`src/rtl/pic10_pkg.sv`:
```
// Shared types and constants for the PIC10 baseline control unit.
// No timing of its own; consumed by the decoder and the controller.
// No flow control: constants and types only.
package pic10_pkg;

    // FSM states; phase exposes the low two bits, so S_SLEEP reads as phase 0.
    typedef enum logic [2:0] {
        S_FETCH  = 3'd0,
        S_DECODE = 3'd1,
        S_EXEC   = 3'd2,
        S_WB     = 3'd3,
        S_SLEEP  = 3'd4
    } state_t;

    // ALU function codes. Byte-oriented file ops drive IR[9:6] straight through,
    // so codes 2..15 follow the opcode field. Codes 0/1 are free in that field
    // and carry MOVWF (pass W) and CLRW/CLRF (zero). BCF/BSF reuse AND/IOR; the
    // datapath puts the bit mask from IR[7:5] (inverted for BCF) on operand A.
    localparam logic [3:0] ALU_PASS_W = 4'd0;
    localparam logic [3:0] ALU_ZERO   = 4'd1;
    localparam logic [3:0] ALU_SUB    = 4'd2;
    localparam logic [3:0] ALU_DEC    = 4'd3;
    localparam logic [3:0] ALU_IOR    = 4'd4;
    localparam logic [3:0] ALU_AND    = 4'd5;
    localparam logic [3:0] ALU_XOR    = 4'd6;
    localparam logic [3:0] ALU_ADD    = 4'd7;
    localparam logic [3:0] ALU_MOV    = 4'd8;
    localparam logic [3:0] ALU_COM    = 4'd9;
    localparam logic [3:0] ALU_INC    = 4'd10;
    localparam logic [3:0] ALU_DECSZ  = 4'd11;
    localparam logic [3:0] ALU_RR     = 4'd12;
    localparam logic [3:0] ALU_RL     = 4'd13;
    localparam logic [3:0] ALU_SWAP   = 4'd14;
    localparam logic [3:0] ALU_INCSZ  = 4'd15;

    // PC load source select.
    localparam logic [1:0] PC_SRC_GOTO  = 2'd0;
    localparam logic [1:0] PC_SRC_CALL  = 2'd1;
    localparam logic [1:0] PC_SRC_STACK = 2'd2;

    typedef enum logic [1:0] {FLOW_SEQ, FLOW_GOTO, FLOW_CALL, FLOW_RETLW} flow_t;
    typedef enum logic [1:0] {SKIP_NONE, SKIP_ZERO, SKIP_BCLR, SKIP_BSET} skip_t;

    // Decoded control word for one instruction.
    typedef struct packed {
        logic       w_dest;
        logic       f_dest;
        logic [3:0] alu_op;
        logic       b_sel;
        flow_t      flow;
        skip_t      skip;
        logic       illegal;
        logic       sleep;
    } ctrl_t;

    // Opcode match masks and values: (ir & mask) == value.
    localparam logic [11:0] OPM_EXACT  = 12'hFFF;
    localparam logic [11:0] OPM_TRIS   = 12'hFFE;
    localparam logic [11:0] OPM_FILE   = 12'hFE0;
    localparam logic [11:0] OPM_NIB    = 12'hF00;
    localparam logic [11:0] OPM_GOTO   = 12'hE00;

    localparam logic [11:0] OPV_NOP    = 12'h000;
    localparam logic [11:0] OPV_OPTION = 12'h002;
    localparam logic [11:0] OPV_SLEEP  = 12'h003;
    localparam logic [11:0] OPV_CLRWDT = 12'h004;
    localparam logic [11:0] OPV_TRIS   = 12'h006;
    localparam logic [11:0] OPV_MOVWF  = 12'h020;
    localparam logic [11:0] OPV_CLRW   = 12'h040;
    localparam logic [11:0] OPV_CLRF   = 12'h060;
    localparam logic [11:0] OPV_BCF    = 12'h400;
    localparam logic [11:0] OPV_BSF    = 12'h500;
    localparam logic [11:0] OPV_BTFSC  = 12'h600;
    localparam logic [11:0] OPV_BTFSS  = 12'h700;
    localparam logic [11:0] OPV_RETLW  = 12'h800;
    localparam logic [11:0] OPV_CALL   = 12'h900;
    localparam logic [11:0] OPV_GOTO   = 12'hA00;
    localparam logic [11:0] OPV_MOVLW  = 12'hC00;
    localparam logic [11:0] OPV_IORLW  = 12'hD00;
    localparam logic [11:0] OPV_ANDLW  = 12'hE00;
    localparam logic [11:0] OPV_XORLW  = 12'hF00;

    function automatic logic op_match(input logic [11:0] ir, input logic [11:0] mask,
                                      input logic [11:0] value);
        return (ir & mask) == value;
    endfunction

endpackage

```
`src/rtl/pic10_decoder.sv`:
```
// Combinational IR -> control word decoder for the PIC10 baseline ISA.
// Zero cycles: pure logic, valid whenever the IR is stable.
// No flow control. SLEEP decodes only when PIC10_CTRL_SLEEP_EN is defined.
module pic10_decoder
    import pic10_pkg::*;
(
    input  logic [11:0] ir,
    output ctrl_t       ctrl
);

    // Classify the instruction and build its control word; anything unmatched is illegal.
    always_comb begin
        ctrl = '0;
        if (ir[11:10] == 2'b00 && ir[9:7] != 3'b000) begin
            // Byte-oriented file ops (SUBWF..INCFSZ): d bit picks W or file.
            ctrl.alu_op = ir[9:6];
            ctrl.w_dest = ~ir[5];
            ctrl.f_dest = ir[5];
            if (ir[9:6] == ALU_DECSZ || ir[9:6] == ALU_INCSZ) begin
                ctrl.skip = SKIP_ZERO;
            end
        end else if (op_match(ir, OPM_FILE, OPV_MOVWF)) begin
            ctrl.f_dest = 1'b1;
            ctrl.alu_op = ALU_PASS_W;
        end else if (op_match(ir, OPM_FILE, OPV_CLRW)) begin
            ctrl.w_dest = 1'b1;
            ctrl.alu_op = ALU_ZERO;
        end else if (op_match(ir, OPM_FILE, OPV_CLRF)) begin
            ctrl.f_dest = 1'b1;
            ctrl.alu_op = ALU_ZERO;
        end else if (op_match(ir, OPM_EXACT, OPV_SLEEP)) begin
`ifdef PIC10_CTRL_SLEEP_EN
            ctrl.sleep = 1'b1;
`endif
        end else if (op_match(ir, OPM_EXACT, OPV_NOP) || op_match(ir, OPM_EXACT, OPV_OPTION) ||
                     op_match(ir, OPM_EXACT, OPV_CLRWDT) || op_match(ir, OPM_TRIS, OPV_TRIS)) begin
            // No architectural writes from this controller.
        end else if (op_match(ir, OPM_NIB, OPV_BCF)) begin
            ctrl.f_dest = 1'b1;
            ctrl.alu_op = ALU_AND;
        end else if (op_match(ir, OPM_NIB, OPV_BSF)) begin
            ctrl.f_dest = 1'b1;
            ctrl.alu_op = ALU_IOR;
        end else if (op_match(ir, OPM_NIB, OPV_BTFSC)) begin
            ctrl.skip = SKIP_BCLR;
        end else if (op_match(ir, OPM_NIB, OPV_BTFSS)) begin
            ctrl.skip = SKIP_BSET;
        end else if (op_match(ir, OPM_NIB, OPV_RETLW)) begin
            ctrl.w_dest = 1'b1;
            ctrl.b_sel  = 1'b1;
            ctrl.alu_op = ALU_MOV;
            ctrl.flow   = FLOW_RETLW;
        end else if (op_match(ir, OPM_NIB, OPV_CALL)) begin
            ctrl.flow = FLOW_CALL;
        end else if (op_match(ir, OPM_GOTO, OPV_GOTO)) begin
            ctrl.flow = FLOW_GOTO;
        end else if (op_match(ir, OPM_NIB, OPV_MOVLW)) begin
            ctrl.w_dest = 1'b1;
            ctrl.b_sel  = 1'b1;
            ctrl.alu_op = ALU_MOV;
        end else if (op_match(ir, OPM_NIB, OPV_IORLW)) begin
            ctrl.w_dest = 1'b1;
            ctrl.b_sel  = 1'b1;
            ctrl.alu_op = ALU_IOR;
        end else if (op_match(ir, OPM_NIB, OPV_ANDLW)) begin
            ctrl.w_dest = 1'b1;
            ctrl.b_sel  = 1'b1;
            ctrl.alu_op = ALU_AND;
        end else if (op_match(ir, OPM_NIB, OPV_XORLW)) begin
            ctrl.w_dest = 1'b1;
            ctrl.b_sel  = 1'b1;
            ctrl.alu_op = ALU_XOR;
        end else begin
            ctrl.illegal = 1'b1;
        end
    end

endmodule

```
`src/rtl/pic10_controller.sv`:
```
// PIC10 control unit: fixed fetch/decode/exec/writeback sequencer driving datapath strobes.
// Four cycles per instruction, strobes are combinational from the registered state.
// No backpressure; optional SLEEP halt enabled by PIC10_CTRL_SLEEP_EN.
module pic10_controller
    import pic10_pkg::*;
#(
    parameter int unsigned RESET_HOLD = 1
) (
    input  logic        clk,
    input  logic        reset,
    input  logic [11:0] ir_reg_bus,
    input  logic        alu_zero,
    input  logic        bit_val,
    input  logic        wake,
    output logic        load_ir_reg,
    output logic        inc_pc,
    output logic        load_pc,
    output logic [1:0]  pc_src_sel,
    output logic        stack_push,
    output logic        stack_pop,
    output logic        load_w_reg,
    output logic        load_f_reg,
    output logic [3:0]  alu_op,
    output logic        alu_b_sel,
    output logic [1:0]  phase,
    output logic        illegal,
    output logic        sleeping
);

    localparam logic [1:0] HOLD_INIT = 2'(RESET_HOLD);

    state_t     state;
    state_t     state_nxt;
    logic [1:0] hold_cnt;
    logic       skip_q;
    logic       skip_eval;
    ctrl_t      ctrl;

    pic10_decoder u_decoder (
        .ir   (ir_reg_bus),
        .ctrl (ctrl)
    );

`ifndef PIC10_CTRL_SLEEP_EN
    // Without the sleep feature wake and the decoded sleep flag have no consumer.
    logic unused_sleep_inputs;
    assign unused_sleep_inputs = wake ^ ctrl.sleep;
`endif

    // Skip condition from the ALU/bit flags, meaningful only while in S_EXEC.
    always_comb begin
        case (ctrl.skip)
            SKIP_ZERO: skip_eval = alu_zero;
            SKIP_BCLR: skip_eval = ~bit_val;
            SKIP_BSET: skip_eval = bit_val;
            default:   skip_eval = 1'b0;
        endcase
    end

    // State register.
    always_ff @(posedge clk or posedge reset) begin
        if (reset) begin
            state <= S_FETCH;
        end else begin
            state <= state_nxt;
        end
    end

    // Post-reset hold counter: counts down to zero and stays there.
    always_ff @(posedge clk or posedge reset) begin
        if (reset) begin
            hold_cnt <= HOLD_INIT;
        end else if (hold_cnt != 2'd0) begin
            hold_cnt <= hold_cnt - 2'd1;
        end
    end

    // Capture the skip decision at the end of S_EXEC for use in S_WB.
    always_ff @(posedge clk or posedge reset) begin
        if (reset) begin
            skip_q <= 1'b0;
        end else if (state == S_EXEC) begin
            skip_q <= skip_eval;
        end
    end

    // Next-state and per-state strobe generation; reset forces every output low.
    always_comb begin
        state_nxt   = state;
        load_ir_reg = 1'b0;
        inc_pc      = 1'b0;
        load_pc     = 1'b0;
        pc_src_sel  = PC_SRC_GOTO;
        stack_push  = 1'b0;
        stack_pop   = 1'b0;
        load_w_reg  = 1'b0;
        load_f_reg  = 1'b0;
        alu_op      = 4'd0;
        alu_b_sel   = 1'b0;
        illegal     = 1'b0;
        sleeping    = 1'b0;
        phase       = 2'(state);
        case (state)
            S_FETCH: begin
                if (hold_cnt == 2'd0) begin
                    load_ir_reg = 1'b1;
                    inc_pc      = 1'b1;
                    state_nxt   = S_DECODE;
                end
            end
            S_DECODE: begin
                alu_op    = ctrl.alu_op;
                alu_b_sel = ctrl.b_sel;
                illegal   = ctrl.illegal;
                state_nxt = S_EXEC;
            end
            S_EXEC: begin
                alu_op    = ctrl.alu_op;
                alu_b_sel = ctrl.b_sel;
                state_nxt = S_WB;
            end
            S_WB: begin
                alu_op     = ctrl.alu_op;
                alu_b_sel  = ctrl.b_sel;
                load_w_reg = ctrl.w_dest;
                load_f_reg = ctrl.f_dest;
                case (ctrl.flow)
                    FLOW_GOTO: begin
                        load_pc    = 1'b1;
                        pc_src_sel = PC_SRC_GOTO;
                    end
                    FLOW_CALL: begin
                        load_pc    = 1'b1;
                        stack_push = 1'b1;
                        pc_src_sel = PC_SRC_CALL;
                    end
                    FLOW_RETLW: begin
                        load_pc    = 1'b1;
                        stack_pop  = 1'b1;
                        pc_src_sel = PC_SRC_STACK;
                    end
                    default: ;
                endcase
                // A taken skip steps over the next word; a PC load always wins.
                inc_pc    = skip_q & ~load_pc;
                state_nxt = S_FETCH;
`ifdef PIC10_CTRL_SLEEP_EN
                if (ctrl.sleep) begin
                    state_nxt = S_SLEEP;
                end
`endif
            end
`ifdef PIC10_CTRL_SLEEP_EN
            S_SLEEP: begin
                sleeping = 1'b1;
                if (wake) begin
                    state_nxt = S_FETCH;
                end
            end
`endif
            default: state_nxt = S_FETCH;
        endcase
        if (reset) begin
            load_ir_reg = 1'b0;
            inc_pc      = 1'b0;
            load_pc     = 1'b0;
            pc_src_sel  = 2'd0;
            stack_push  = 1'b0;
            stack_pop   = 1'b0;
            load_w_reg  = 1'b0;
            load_f_reg  = 1'b0;
            alu_op      = 4'd0;
            alu_b_sel   = 1'b0;
            illegal     = 1'b0;
            sleeping    = 1'b0;
            phase       = 2'd0;
        end
    end

endmodule
```
`config.mk`:
```
export PLATFORM = sky130hd
export DESIGN_NAME = pic10_controller
export DESIGN_NICKNAME = d
export VERILOG_FILES = /design/src/rtl/pic10_pkg.sv /design/src/rtl/pic10_decoder.sv /design/src/rtl/pic10_controller.sv
export SDC_FILE = /design/constraint.sdc
export NUM_CORES = 1
export LEC_CHECK = 0
export CORE_MARGIN = 4
export CORE_UTILIZATION = 37
export DETAILED_ROUTE_END_ITERATION = 10
export PLACE_DENSITY = 0.8
export SETUP_SLACK_MARGIN = 0.5
export SLEW_MARGIN = 20
export SYNTH_ARGS = -nofsm -noshare
export SYNTH_HDL_FRONTEND = slang
export SYNTH_SLANG_ARGS = --single-unit
```
`constraint.sdc`:
```
create_clock -name clk -period 2.35 [get_ports clk]
set_input_delay 0.705 -clock clk [delete_from_list [all_inputs] [get_ports clk]]
set_output_delay 0.705 -clock clk [all_outputs]
set_load 0.01 [all_outputs]
```
==> impl_metrics.json <==
{
  "portBuffers": 32,
  "fp.dieH_um": 48.7,
  "grt_pass1_vias": 867,
  "antenna_found_initial": 0,
  "setup_viol": 0,
  "rsz0062_at_grt": "yes",
  "root_buffer": "clkbuf_4",
  "overflow": 0,
  "ant_nets": 0,
  "wl_met1_um": 1060,
  "yosysUniqueCellTypes": 36,
  "cap_viol_max_count": 0,
  "wl_um": 2810,
  "n_antenna_cell": 0,
  "async_flop_share": 1.00,
  "criticalPathCategory": "in2out",
  "fp.dieW_um": 48.7,
  "drtIter0Drc": 26,
  "layout.nets": 167,
  "start_kind": "input port",
  "min_path_type": "in2async",
  "met3WireLength_um": 172,
  "power.density_nw_per_um2": 242,
  "netlist_area_um2": 614,
  "syn-num-nets": 106,
  "seq_area_frac_synth": 0.206,
  "peakVddDrop_mv": 0.253,
  "ys.flop_type": "dfrtp_1",
  "cp-startpoint": "ir_reg_bus[7]",
  "critPathMaxStageDelay_ns": 0.29,
  "wl_per_cell_um": 17.6,
  "die_area_um2": 2380,
  "cts_buffers": 3,
  "slew_violations": 0,
  "start_util": 0.399,
  "clk_latency_ns": 0.26,
  "track_usage": 0.226,
  "cts.clk_slew.worst_paths_ns": 0.04,
  "placed_area_um2": 1140,
  "synth_edf_count": 0,
  "fill_cells": 70,
  "p_leak_uw": 0.000639,
  "fmax_ghz": 0.434,
  "cts_num_sinks": 5,
  "clockBufferDepth": 2,
  "ctsHoldBuffers": 0,
  "cts_tree": "built",
  "vias_per_cell": 5.38,
  "grt_max_degree": 10,
  "min_period_ns": 2.31,
  "r2r_start": "state[0]",
  "area_growth_syn_to_layout_pct": 127,
  "dp_hpwl_um": 1620,
  "wl_met2_um": 1510,
  "synthCells": 84,
  "dr.pass1.iters": 4,
  "fin_worst_skew_ns": 0.00504,
  "stdcell_area_um2": 1390,
  "end_kind": "primary output",
  "ys_warn_count": 0,
  "cts_max_level": 1,
  "cp.arrival_ns": 1.60,
  "via_count": 860,
  "post-route-period-util": 0.981,
  "core_area_um2": 1540,
  "num_rows": 14,
  "syn_area_per_cell_um2": 7.31,
  "route.detailed.drc": 0,
  "drive_above_1_share": 0.681,
  "setup_tns_ns": 0,
  "path_cells": "buf_6, nor4_4, nand4_1, a211oi_2, buf_2",
  "hold_viol_final": 0,
  "top_layer": "met4",
  "critPathSlowestCell": "nor4_4",
  "ios": 35,
  "grt_pass1_wl_um": 4220,
  "required_ns": 1.64,
  "status": "finished, final reports clean",
  "ys_ff_latch": 5,
  "worstPathMaxFanout": 2,
  "place_congestion": 0.763
}
## critical path: cells and delay by family
kind	cells	cell delay [ns]
buffers and inverters	2	0.25
AOI/OAI and AO/OA	1	0.20
and+or+nand+nor	2	0.44
## stage by stage
stage	worst slack (ns)	total power, µW	utilization	cells	hold WS (ns)
after floorplan	0.116	146	-	84	0.450
after global placement	-0.760	195	0.740	142	0.466
after detailed placement	-0.763	196	0.740	142	0.482
after CTS	0.0203	312	0.836	154	0.431
after global routing	-0.0239	356	0.904	160	0.416
final	0.0448	337	0.904	160	0.423
## flip-flops by register name, summed over array words and instances, names as in the netlist
name / count
hold_cnt: 2
skip_q: 1
state: 2
## area by class of cell
cell class                      instances  area, µm²  share of cell area
Inverter                                7       28.8              0.0206
Timing Repair Buffer                   66        588               0.422
Multi-Input combinational cell         62        602               0.432
Clock buffer                            4       26.3              0.0189
Sequential cell                         5        129              0.0925
Tap cell                               16       20.0              0.0144
## logic make-up after synthesis
group,share of synthesized area
AO/OA/AOI/OAI,0.185
XOR/XNOR,0.0285
adder cells (fa/ha/maj),0.102
buffers and inverters,0.141
flip-flops,0.206
multiplexers,0.0163
other,0.00610
AND/OR/NAND/NOR,0.316
## Yosys cell counts (2+ instances only)
cell type / n / area [µm²]
o21ai_0: 5 / 25.0
a32oi_1: 2 / 17.5
dfrtp_1: 4 / 100
xnor2_1: 2 / 17.5
a211oi_1: 2 / 15.0
buf_2: 2 / 10.0
nor3_1: 4 / 20.0
nor4_1: 2 / 12.5
nand2b_1: 3 / 18.8
and3_1: 2 / 12.5
inv_1: 7 / 26.3
ha_1: 5 / 62.6
clkbuf_1: 3 / 11.3
nand4_1: 2 / 12.5
buf_4: 3 / 22.5
nand3_1: 2 / 10.0
nand2_1: 7 / 26.3
nor2_1: 9 / 33.8
## layer usage
metal,vias to the layer above,GRT usage
met1,410,0.255
li1,408,-
met2,34,0.378
met3,8,0.0859
met4,0,0.0897
met5,-,0
## worst paths after layout
| check | endpoint | slack (ns) | cells after the start |
|---|---|---|---|
| max | illegal | 0.04 | 5 |
| min | state[0] | 0.42 | 3 |
| max reg2reg | skip_q | 0.82 | 7 |
| min reg2reg | hold_cnt[1] | 0.52 | 2 |
| max in group asynchronous | hold_cnt[0] | 1.74 | 3 |
| min in group clk | hold_cnt[1] | 0.52 | 2 |
## layout by cell type, fill, tap and decap left out, types with 4 or more instances in the layout
cell type,n
buf_4,22
clkdlybuf4s50_1,6
nor2_1,4
buf_2,14
o21ai_0,5
nor2_4,4
buf_6,18
nand2_1,7
buf_8,6
## timing repair
| item | CTS | global route |
|---|---|---|
| setup endpoints to repair | 17 | 17 |
| buffers inserted | 8 | 6 |
| pin swaps | 18 | 13 |
| gates resized for setup | 150 | 15 |
| gates cloned | 0 | 0 |
## power breakdown
part | total, µW | switching (µW) | internal, µW
clock | 110 | 45.2 | 64.8
combinational | 139 | 59.3 | 79.8
sequential | 87.6 | 0.563 | 87.0
Power figures use the tool's default switching activity.
